## src/rtl/prng_arbiter.sv

```systemverilog
// Round-robin arbiter sharing one 16-bit LFSR random source.
// Warm-up after reset/seed, ADV decorrelation shifts between grants.
module prng_arbiter #(
  parameter int NREQ = 4,
  parameter int ADV  = 8,
  parameter int WARM = 16
) (
  input  logic            clk,
  input  logic            rst,
  input  logic            seed_load,
  input  logic [15:0]     seed,
  input  logic [NREQ-1:0] req,
  output logic [NREQ-1:0] gnt,
  output logic [7:0]      rnd,
  output logic            rnd_valid,
  output logic            busy
);

  localparam int PW   = (NREQ > 1) ? $clog2(NREQ) : 1;
  localparam int MAXC = (WARM > ADV) ? WARM : ADV;
  localparam int CW   = $clog2(MAXC + 1);
  localparam logic [15:0] LFSR_RST = 16'hACE1;

  typedef enum logic [1:0] {
    WARMUP,
    READY,
    ADVANCE
  } state_t;

  state_t          state_q, state_d;
  logic [15:0]     lfsr_q, lfsr_d;
  logic [CW-1:0]   cnt_q, cnt_d;
  logic [PW-1:0]   rr_q, rr_d;
  logic [NREQ-1:0] gnt_q, gnt_d;
  logic [7:0]      rnd_q, rnd_d;
  logic            vld_q, vld_d;

  logic [15:0]     lfsr_sh;
  logic [7:0]      wht;
  logic [PW-1:0]   win;

  assign lfsr_sh = {lfsr_q[14:0],
                    lfsr_q[15] ^ lfsr_q[14] ^ lfsr_q[12] ^ lfsr_q[3]};
  assign wht = {lfsr_q[14:8], lfsr_q[15]} ^ {lfsr_q[0], lfsr_q[7:1]};

  // Scan downward so the lowest offset from rr_q wins last.
  always_comb begin
    win = '0;
    for (int i = NREQ - 1; i >= 0; i--) begin
      if (req[(int'(rr_q) + i) % NREQ]) begin
        win = PW'((int'(rr_q) + i) % NREQ);
      end
    end
  end

  always_comb begin
    state_d = state_q;
    lfsr_d  = lfsr_q;
    cnt_d   = cnt_q;
    rr_d    = rr_q;
    gnt_d   = '0;
    rnd_d   = rnd_q;
    vld_d   = 1'b0;
    if (seed_load) begin
      lfsr_d  = (seed == 16'h0000) ? LFSR_RST : seed;
      cnt_d   = CW'(WARM);
      state_d = WARMUP;
    end else begin
      unique case (state_q)
        WARMUP, ADVANCE: begin
          lfsr_d = lfsr_sh;
          cnt_d  = cnt_q - CW'(1);
          if (cnt_q == CW'(1)) state_d = READY;
        end
        READY: begin
          if (|req) begin
            gnt_d[win] = 1'b1;
            rnd_d      = wht;
            vld_d      = 1'b1;
            rr_d       = (win == PW'(NREQ - 1)) ? '0 : win + PW'(1);
            cnt_d      = CW'(ADV);
            state_d    = ADVANCE;
          end
        end
        default: state_d = WARMUP;
      endcase
    end
  end

  always_ff @(posedge clk) begin
    if (rst) begin
      state_q <= WARMUP;
      lfsr_q  <= LFSR_RST;
      cnt_q   <= CW'(WARM);
      rr_q    <= '0;
      gnt_q   <= '0;
      rnd_q   <= 8'h00;
      vld_q   <= 1'b0;
    end else begin
      state_q <= state_d;
      lfsr_q  <= lfsr_d;
      cnt_q   <= cnt_d;
      rr_q    <= rr_d;
      gnt_q   <= gnt_d;
      rnd_q   <= rnd_d;
      vld_q   <= vld_d;
    end
  end

  assign gnt       = gnt_q;
  assign rnd       = rnd_q;
  assign rnd_valid = vld_q;
  assign busy      = (state_q != READY);

endmodule

```

## config.mk

```make
export PLATFORM = sky130hd
export DESIGN_NAME = prng_arbiter
export DESIGN_NICKNAME = d
export VERILOG_FILES = /design/src/rtl/prng_arbiter.sv
export SDC_FILE = /design/constraint.sdc
export NUM_CORES = 1
export LEC_CHECK = 0
export BUFFER_PORTS_ARGS = -buffer_cell sky130_fd_sc_hd__clkbuf_2
export CAP_MARGIN = 0
export CELL_PAD_IN_SITES_DETAIL_PLACEMENT = 1
export CELL_PAD_IN_SITES_GLOBAL_PLACEMENT = 2
export CORE_MARGIN = 8
export CORE_UTILIZATION = 29
export CTS_CLUSTER_DIAMETER = 120
export DETAILED_ROUTE_END_ITERATION = 6
export HOLD_SLACK_MARGIN = 0.05
export PLACE_DENSITY_LB_ADDON = 0.1
export SYNTH_ARGS = -nofsm -noshare
export SYNTH_HDL_FRONTEND = slang
export SYNTH_SLANG_ARGS = --single-unit
```

## constraint.sdc

```tcl
create_clock -name clk -period 1.56 [get_ports clk]
set_input_delay 0.234 -clock clk [delete_from_list [all_inputs] [get_ports clk]]
set_output_delay 0.234 -clock clk [all_outputs]
set_load 0.05 [all_outputs]
```

## After elaboration in Yosys (flattened, before gate mapping)

Cells that the tools add are included.

- Reduce and logical (&&, ||, !) cells: 16
- Add/sub/neg operators: 5
- Bitwise logic cells: 10
- Eq/ne operators: 7
- Order comparisons: 6
- Mux-type cells: 27

Operators by type and width:

| kind | number |
|---|---|
| 2-to-1 mux 16 bit | 3 |
| zero test 16 bit | 1 |
| 2-to-1 mux 2 bit | 7 |
| < comparator 3 x 4 -> 1 bit (second input constant) | 3 |
| case mux 5 bit (2 select lines) | 1 |
| OR reduction 2 bit | 5 |
| 2-to-1 mux 1 bit | 9 |
| binary-select mux 1 bit (select 2 bit) | 4 |
| OR reduction 4 bit | 2 |
| bitwise XOR 8 bit | 1 |
| < comparator 2 x 3 -> 1 bit (second input constant) | 2 |
| == test 5 x 1 -> 1 bit (second input constant) | 1 |
| 2-to-1 mux 5 bit | 1 |
| subtractor 5 x 1 -> 5 bit (second input constant) | 1 |
| adder 2 x 1 -> 2 bit (second input constant) | 2 |
| adder 2 bit (second input constant) | 2 |
| == test 2 bit (second input constant) | 2 |
| inequality test 2 bit (second input constant) | 2 |
| case mux 2 bit (2 select lines) | 1 |
| AND reduction 2 bit | 2 |
| nonzero test 2 bit | 2 |
| AND 1 bit (first input constant) | 3 |
| inverter 1 bit | 3 |
| AND reduction 3 bit | 1 |
| 8 further kinds | 10 |

- Output and inout port bits: 14
- Register bits after elaboration: 38
- Logic and storage cells: 78

## Depth between registers and ports, before layout

Gate-level depths: netlist of the first run.

- Depth after elaboration: 14
- Gate-level depth with buffers: 7
- Mapped depth without buffers: 6

## Worst setup path before layout of the first run

OpenSTA, ideal clock, no wires.

- Path type: register to register
- From: reg state_q[0]
- To: reg rnd_q[5], in the netlist rnd[5]
- Path buffers: 2
- Arrival time: 1.789 ns
- Path slack: -0.315 ns
- Setup time: 0.086 ns
- Stages on the path, launching flop included: 7
- Period minus slack after synthesis: 1.875 ns
- Cell sequence: dfxtp_1 -> buf_4 -> nand2b_1 -> nor3_2 -> buf_6 -> nor2_1 -> a211oi_1

- Cells in the longest elaborated chain, start to end: 2

RTL lines:

| item | RTL line | source |
|---|---|---|
| start, declared | 30 | `state_t state_q, state_d;` |
| start signal, assigned | 100 | `state_q <= state_d;` |
| == test 2 x 1 -> 1 bit | 69 | `unique case (state_q)` |
| AND reduction 3 bit (no source line) | - |  |
| end signal, assigned | 105 | `rnd_q <= rnd_d;` |
| end, declared | 35 | `logic [7:0] rnd_q, rnd_d;` |

No other way between the ends.
A chain may end at the register's enable or synchronous reset.

## Worst setup path after layout of the first run

- From: reg rr_q[1]
- To: reg rr_q[1]

- Cells in the longest elaborated chain, start to end: 10

RTL lines:

| item | RTL line | source |
|---|---|---|
| start, declared | 33 | `logic [PW-1:0] rr_q, rr_d;` |
| start signal, assigned | 103 | `rr_q <= rr_d;` |
| adder 2 bit | 50, 51 |  |
| binary-select mux 1 bit (select 2 bit) | 50 | `if (req[(int'(rr_q) + i) % NREQ]) begin` |
| 2-to-1 mux 1 bit (implied by the code) (2 in series) | 50 |  |
| 2-to-1 mux 2 bit (3 in series) | 50 |  |
| 2-to-1 mux 2 bit * | 50 |  |
| adder 2 x 1 -> 2 bit or == test 2 bit (tied branches) | 80 | `rr_d = (win == PW'(NREQ - 1)) ? '0 : win + PW'(1);` |
| 2-to-1 mux 2 bit * | 80 |  |

Every way passes the cells marked *; elsewhere a longest branch is shown, timed or not. The select of a mux whose other input is x is not followed.

==> out/metrics.cfg, run 1 <==
[timing]
tightest_slew_ns=0.280
finalSetupViolations=0
finalMaxSlewViolations=0
rsz0062_at_grt=false
max_freq_mhz=663
clock_skew_ns=0.00540
final-hold-violation-count=0
period_minus_slack_ns=1.51
relSlewSlack_pct=81.1
min_period_over_period_pct=96.6

[worst_setup_path]
crit_required_ns=1.75
cp_max_fo=5
crit_type=reg2reg
endpoint_kind=register
cp_data_arrival_time_ns=1.70
cp-start-kind=register

[job]
drv_cap=0

[synthesis]
synth_area_um2=1830
synth_area_leader_cell=dfxtp_1
synthCells=199
syn_avg_cell_area_um2=9.17
yosysUniqueCellTypes=35
ys_warn_count=0
syn_nets=228
synth_area_leaders=dfxtp_1 (42%), nor2_1 (7.0%), xnor2_1 (6.2%), mux2i_1 (5.5%), mux2_2 (4.3%)
ys_seq_area_share_pct=41.7
yosys.area.top_type_share_pct=41.7
ys_ff_latch=38

[cells_and_area]
finish.utilization_pct=37.1
final_net_count=276
antennaDiodeCount=0
final_layout_size_suffix_gt1_share_pct=31.0
fill_cells=740
fin_area_um2=2300
syn_to_final_growth_pct=26.0

[die]
rows=29
die_w_um=95.3
die_h_um=95.3
io_pins=37
dieArea_um2=9090
core_um2=6200
start_util_pct=29.4

[global_route]
grt_pass1_wl_mm=8.28
grt_usage_pct=11.8
grt_overflow=0
grt_max_degree=27
antenna_found_initial=0
grt_pass1_vias=1678

[clock_tree]
cts_tree=yes
cts.path.max_buffers=2
cts.sinks=38
htreeDepth=2
cts_root_buffer=clkbuf_8
clkTransAtPathRegs_ns=0.08
cts_buffers=5
clk_latency_ns=0.29

[placed_design]
numPortBuffers=36
hpwl_mm=3.83
postPlaceCellArea_um2=2190
gp_congestion=0.764

[route]
firstDrtPassIters=4
routed-via-count=1563
drtAntennaViolNets=0
drt_iter0_markers=28
vias_per_cell=4.81
wirelength_mm=4.93
drt-wirelength-per-cell_um=15.2
drc=0

[hold_path]
hold_class=in2reg

[pwr]
leakage_nw=0.933
worst_ir_drop_vdd_mv=0.280
power_density_nw_per_um2=896

[status]
status=finished, final reports clean

[critical path, cell delays in order (launching register included)]
cell and delay [ns]:
dfxtp_4 0.38, mux2i_1 0.20, nor2_1 0.06, nor3_1 0.19, buf_4 0.17, ha_1 0.23, mux2i_1 0.13, nor2_1 0.05
[cell type report]
cell class	count	area [um^2]	share of cell area (%)
inverter	6	22.5	0.979
tap	77	96.3	4.19
clock buffer	7	86.3	3.75
sequential	38	764	33.2
multi-input combinational	143	993	43.2
timing repair buffer	53	333	14.5
clock inverter	1	5.00	0.218
[registers in the layout, indices dropped and copies added (netlist names)]
register / cells
cnt_q: 5
gnt: 4
lfsr_q: 16
rnd: 8
rnd_valid: 1
rr_q: 2
state_q: 2
[cells in the mapped netlist]
library cell  number
mux2i_1           10
nor3_1             3
nor4_1             1
o21ai_0            2
o22a_1             1
nor3_2             1
nand2_1            3
nor2_1            34
clkbuf_1           8
ha_1               6
nand2b_1           9
o32a_1             1
and3_1             4
o21a_1             1
a31oi_1            2
xnor2_1           13
mux2_2             7
buf_6              1
or2_2              3
and2_1             1
inv_1              6
o22ai_1            8
a211oi_1           9
nand3b_1           2
o41ai_4            1
buf_1              1
a21oi_1           14
nor2b_1            1
or4_4              3
xor2_1             1
dfxtp_1           38
buf_4              1
nand3_1            1
or4_1              1
buf_2              1
[metrics by stage]
step	hold WS (ns)	setup slack, ns	instances	TNS [ns]	total power [mW]
after floorplan	0.362	0.0231	199	0	1.25
after global placement	0.465	-0.0362	316	-0.259	1.36
after detailed placement	0.474	-0.0772	316	-0.582	1.37
after CTS	0.186	0.0287	324	0	2.09
after global routing	0.202	0.0000822	325	0	2.17
final	0.187	0.0524	325	0	2.06
[cell usage in the layout (no fill, tap or decap), types with 3 or more instances in the layout]
| cell | count |
|---|---|
| a211oi_1 | 9 |
| a21oi_1 | 14 |
| and3_1 | 4 |
| buf_4 | 15 |
| clkbuf_2 | 36 |
| clkbuf_8 | 6 |
| dfxtp_1 | 37 |
| ha_1 | 6 |
| inv_1 | 6 |
| mux2_2 | 7 |
| mux2i_1 | 10 |
| nand2_1 | 3 |
| nand2b_1 | 8 |
| nor2_1 | 34 |
| nor3_1 | 3 |
| o22ai_1 | 8 |
| or2_2 | 3 |
| or4_4 | 3 |
| xnor2_1 | 13 |
[power by group]
part / internal [mW] / switching (mW) / total, mW
combinational: 0.148 / 0.143 / 0.290
sequential: 1.01 / 0.0416 / 1.05
clock: 0.357 / 0.364 / 0.722
[cells by family after synthesis]
logic type / synth area share, %
compound gates: 14.5
simple gates: 18.8
mux: 9.80
buf+inv: 4.39
flops: 41.7
fa+ha+maj: 4.11
xor+xnor: 6.72
[worst paths after layout]
| kind | start | end | slack [ns] | cells past startpoint |
|---|---|---|---|---|
| setup / recovery | rr_q[1]$_SDFFE_PP0P_ | rr_q[1]$_SDFFE_PP0P_ | 0.05 | 7 |
| hold / removal | seed[9] | lfsr_q[9]$_SDFFE_PP0P_ | 0.19 | 3 |
| setup reg to reg | rr_q[1]$_SDFFE_PP0P_ | rr_q[1]$_SDFFE_PP0P_ | 0.05 | 7 |
| hold reg to reg | state_q[1]$_SDFFE_PP0P_ | state_q[1]$_SDFFE_PP0P_ | 0.48 | 2 |
[metal layers]
metal	vias to the layer above	track usage, %	wire length, um
li1	786	-	-
met1	740	13.5	2240
met2	28	19.7	2330
met3	9	3.54	260
met4	0	5.20	98
met5	-	0	0
[what timing repair did]
| item | 4_1_cts | 5_1_grt |
|---|---|---|
| endpoints found under the setup margin | 1 | 12 |
| resized for setup | 1 | 1 |
| buffers inserted | 0 | 1 |
| pin swaps | 0 | 1 |
| hold buffers | 0 | 0 |
No activity file was read; power rests on OpenSTA's default activity.
==> run 2: changes to the inputs <==
--- a/config.mk
+++ b/config.mk
@@ -9,6 +9,7 @@
 export CAP_MARGIN = 0
 export CELL_PAD_IN_SITES_DETAIL_PLACEMENT = 1
 export CELL_PAD_IN_SITES_GLOBAL_PLACEMENT = 2
+export CORE_ASPECT_RATIO = 1.25
 export CORE_MARGIN = 8
 export CORE_UTILIZATION = 29
 export CTS_CLUSTER_DIAMETER = 120
==> out/metrics.cfg, run 2 (same netlist as run 1, synthesis figures left out) <==
[global_route]
grt_pass1_wl_mm=8.24  ; was 8.28 mm
use_met3_pct=3.92  ; was 3.54%
antenna_found_initial=0  ; unchanged
grt_max_degree=28  ; was 27
grt_overflow=0  ; unchanged
grt_busiest_layer=met2  ; unchanged
grt_usage_pct=11.6  ; was 11.8%
groute.layer.met1.usage_pct=12.3  ; was 13.5%
grt_use_met2_pct=20.6  ; was 19.7%
grt_pass1_vias=1683  ; was 1,678

[hold_path]
hold_class=in2reg  ; unchanged

[worst_setup_path]
r2r_end=gnt[0]$_SDFF_PP0_  ; was rr_q[1]$_SDFFE_PP0P_
cp_max_fo=6  ; was 5
r2r_cells=7  ; unchanged
crit_required_ns=1.75  ; about the same
crit_end=gnt[0]$_SDFF_PP0_  ; was rr_q[1]$_SDFFE_PP0P_
endpoint_kind=register  ; unchanged
r2r-start=rr_q[1]$_SDFFE_PP0P_  ; unchanged
cp_data_arrival_time_ns=1.65  ; was 1.70 ns
cp-startpoint=rr_q[1]$_SDFFE_PP0P_  ; unchanged
crit_type=reg2reg  ; unchanged
r2r_slack_ns=0.11  ; was 0.05 ns
cp-start-kind=register  ; unchanged

[pwr]
p_int_mw=1.84  ; was 1.51 mW
power_density_nw_per_um2=1010  ; was 896 nW/um^2
worst_ir_drop_vdd_mv=0.555  ; was 0.280 mV
power_switching_mw=0.546  ; was 0.549 mW
combPwrFrac_pct=12.2  ; was 14.1%
pwr-share-seq_pct=44.0  ; was 50.9%
switching_share_pct=22.9  ; was 26.6%
power_frac_clock_pct=43.8  ; was 35.0%
leakage_nw=0.958  ; was 0.933 nW

[clock_tree]
htreeDepth=2  ; unchanged
cts.path.max_buffers=2  ; unchanged
cts_buffers=5  ; unchanged
clk_latency_ns=0.30  ; was 0.29 ns
cts.sinks=38  ; unchanged
cts_root_buffer=clkbuf_8  ; unchanged
cts_tree=yes  ; unchanged
clkTransAtPathRegs_ns=0.08  ; about the same
cts-hold-fix-buffers=0  ; unchanged

[timing]
clock_skew_ns=0.0108  ; was 0.00540 ns
finalSetupViolations=0  ; unchanged
max_freq_mhz=688  ; was 663 MHz
tightest_slew_ns=0.284  ; was 0.280 ns
period_minus_slack_ns=1.45  ; was 1.51 ns
final-hold-violation-count=0  ; unchanged
finalMaxSlewViolations=0  ; unchanged
min_period_over_period_pct=93.2  ; was 96.6%
relSlewSlack_pct=80.9  ; was 81.1%
tns_ns=0  ; unchanged

[cells_and_area]
syn_to_final_growth_pct=30.0  ; was 26.0%
most-common-layout-cells=dfxtp_1 (37), clkbuf_2 (36), nor2_1 (34), buf_4 (16), a21oi_1 (14)  ; was dfxtp_1 (37), clkbuf_2 (36), nor2_1 (34), buf_4 (15), a21oi_1 (14)
multi_input_area_um2=1010  ; was 993 um^2
final_common_cell=dfxtp_1  ; unchanged
finish.utilization_pct=38.7  ; was 37.1%
final_net_count=277  ; was 276
fill_cells=724  ; was 740
largest_reg_flops=16  ; unchanged
antennaDiodeCount=0  ; unchanged
final_layout_size_suffix_gt1_share_pct=32.1  ; was 31.0%
regMostFlops=lfsr_q  ; unchanged
register_area_um2=764  ; unchanged

[status]
status=finished, final reports clean  ; unchanged

[die]
io_pins=37  ; unchanged
core_um2=6130  ; was 6200 um^2
die_w_um=87.0  ; was 95.3 um
rows=32  ; was 29
die_h_um=105  ; was 95.3 um
start_util_pct=29.8  ; was 29.4%
dieArea_um2=9110  ; was 9090 um^2

[route]
vias_per_cell=4.68  ; was 4.81
drtAntennaViolNets=0  ; unchanged
drc=0  ; unchanged
drt-wirelength-per-cell_um=14.8  ; was 15.2 um
firstDrtPassIters=4  ; unchanged
routed-via-count=1562  ; was 1,563
drt_iter0_markers=112  ; was 28
wirelength_mm=4.95  ; was 4.93 mm

[placed_design]
numPortBuffers=36  ; unchanged
gp_congestion=0.771  ; was 0.764
hpwl_mm=3.88  ; was 3.83 mm

[job]
drv_cap=0  ; unchanged

## run 2: area by class of cell
class                           instances  area share (%)
Clock inverter                          2            2.53
Clock buffer                            6            3.48
Inverter                                6           0.949
Multi-Input combinational cell        143            42.4
Sequential cell                        38            32.2
Tap cell                               85            4.48
Timing Repair Buffer                   54            14.0
## run 2: critical path, cell delays in order, from the launching register on
cell     delay [ns]
dfxtp_4        0.38
mux2i_1        0.19
nor2_1         0.06
nor3_1         0.18
buf_4          0.17
inv_1          0.06
ha_1           0.19
and3_1         0.14
## run 2: how the worst min path moves through the flow
stage,from,end,cells after the start
6_report,seed[9],lfsr_q[9]$_SDFFE_PP0P_,3
3_3_place_gp,state_q[1]$_SDFFE_PP0P_,state_q[1]$_SDFFE_PP0P_,2
2_1_floorplan,seed[15],lfsr_q[15]$_SDFFE_PP1P_,2
4_1_cts,seed[9],lfsr_q[9]$_SDFFE_PP0P_,3
5_1_grt,seed[9],lfsr_q[9]$_SDFFE_PP0P_,3
3_5_place_dp,state_q[1]$_SDFFE_PP0P_,state_q[1]$_SDFFE_PP0P_,2
## run 2: through the flow
stage          total power [mW]  setup WS, ns  area, um^2  hold slack, ns  cells
2_1_floorplan              1.25        0.0231        1830           0.362    199
3_3_place_gp               1.35       -0.0552        2180           0.466    324
3_5_place_dp               1.37       -0.0875        2180           0.495    324
4_1_cts                    2.42       0.00847        2330           0.183    332
5_1_grt                    2.51    -0.0000839        2370           0.187    334
6_report                   2.39         0.106        2370           0.187    334
## run 2: timing repair
| item | 4_1_cts | 5_1_grt |
|---|---|---|
| endpoints found under the setup margin | 0 | 13 |
| gates resized for setup | 0 | 4 |
| buffers inserted | 0 | 2 |
## run 2: layer usage
layer	vias to the layer above	share of wire (%)
met4	0	1.2
met1	734	42
met3	5	5.4
met5	-	0
li1	786	-
met2	37	52
## run 2: power by group through the flow
stage / clock network [mW] / registers, mW / logic [mW]
floorplan: 0 / 1.06 / 0.184
global placement: 0 / 1.07 / 0.275
detailed placement: 0 / 1.08 / 0.290
CTS: 1.08 / 1.05 / 0.291
global route: 1.12 / 1.06 / 0.332
finish: 1.05 / 1.05 / 0.291
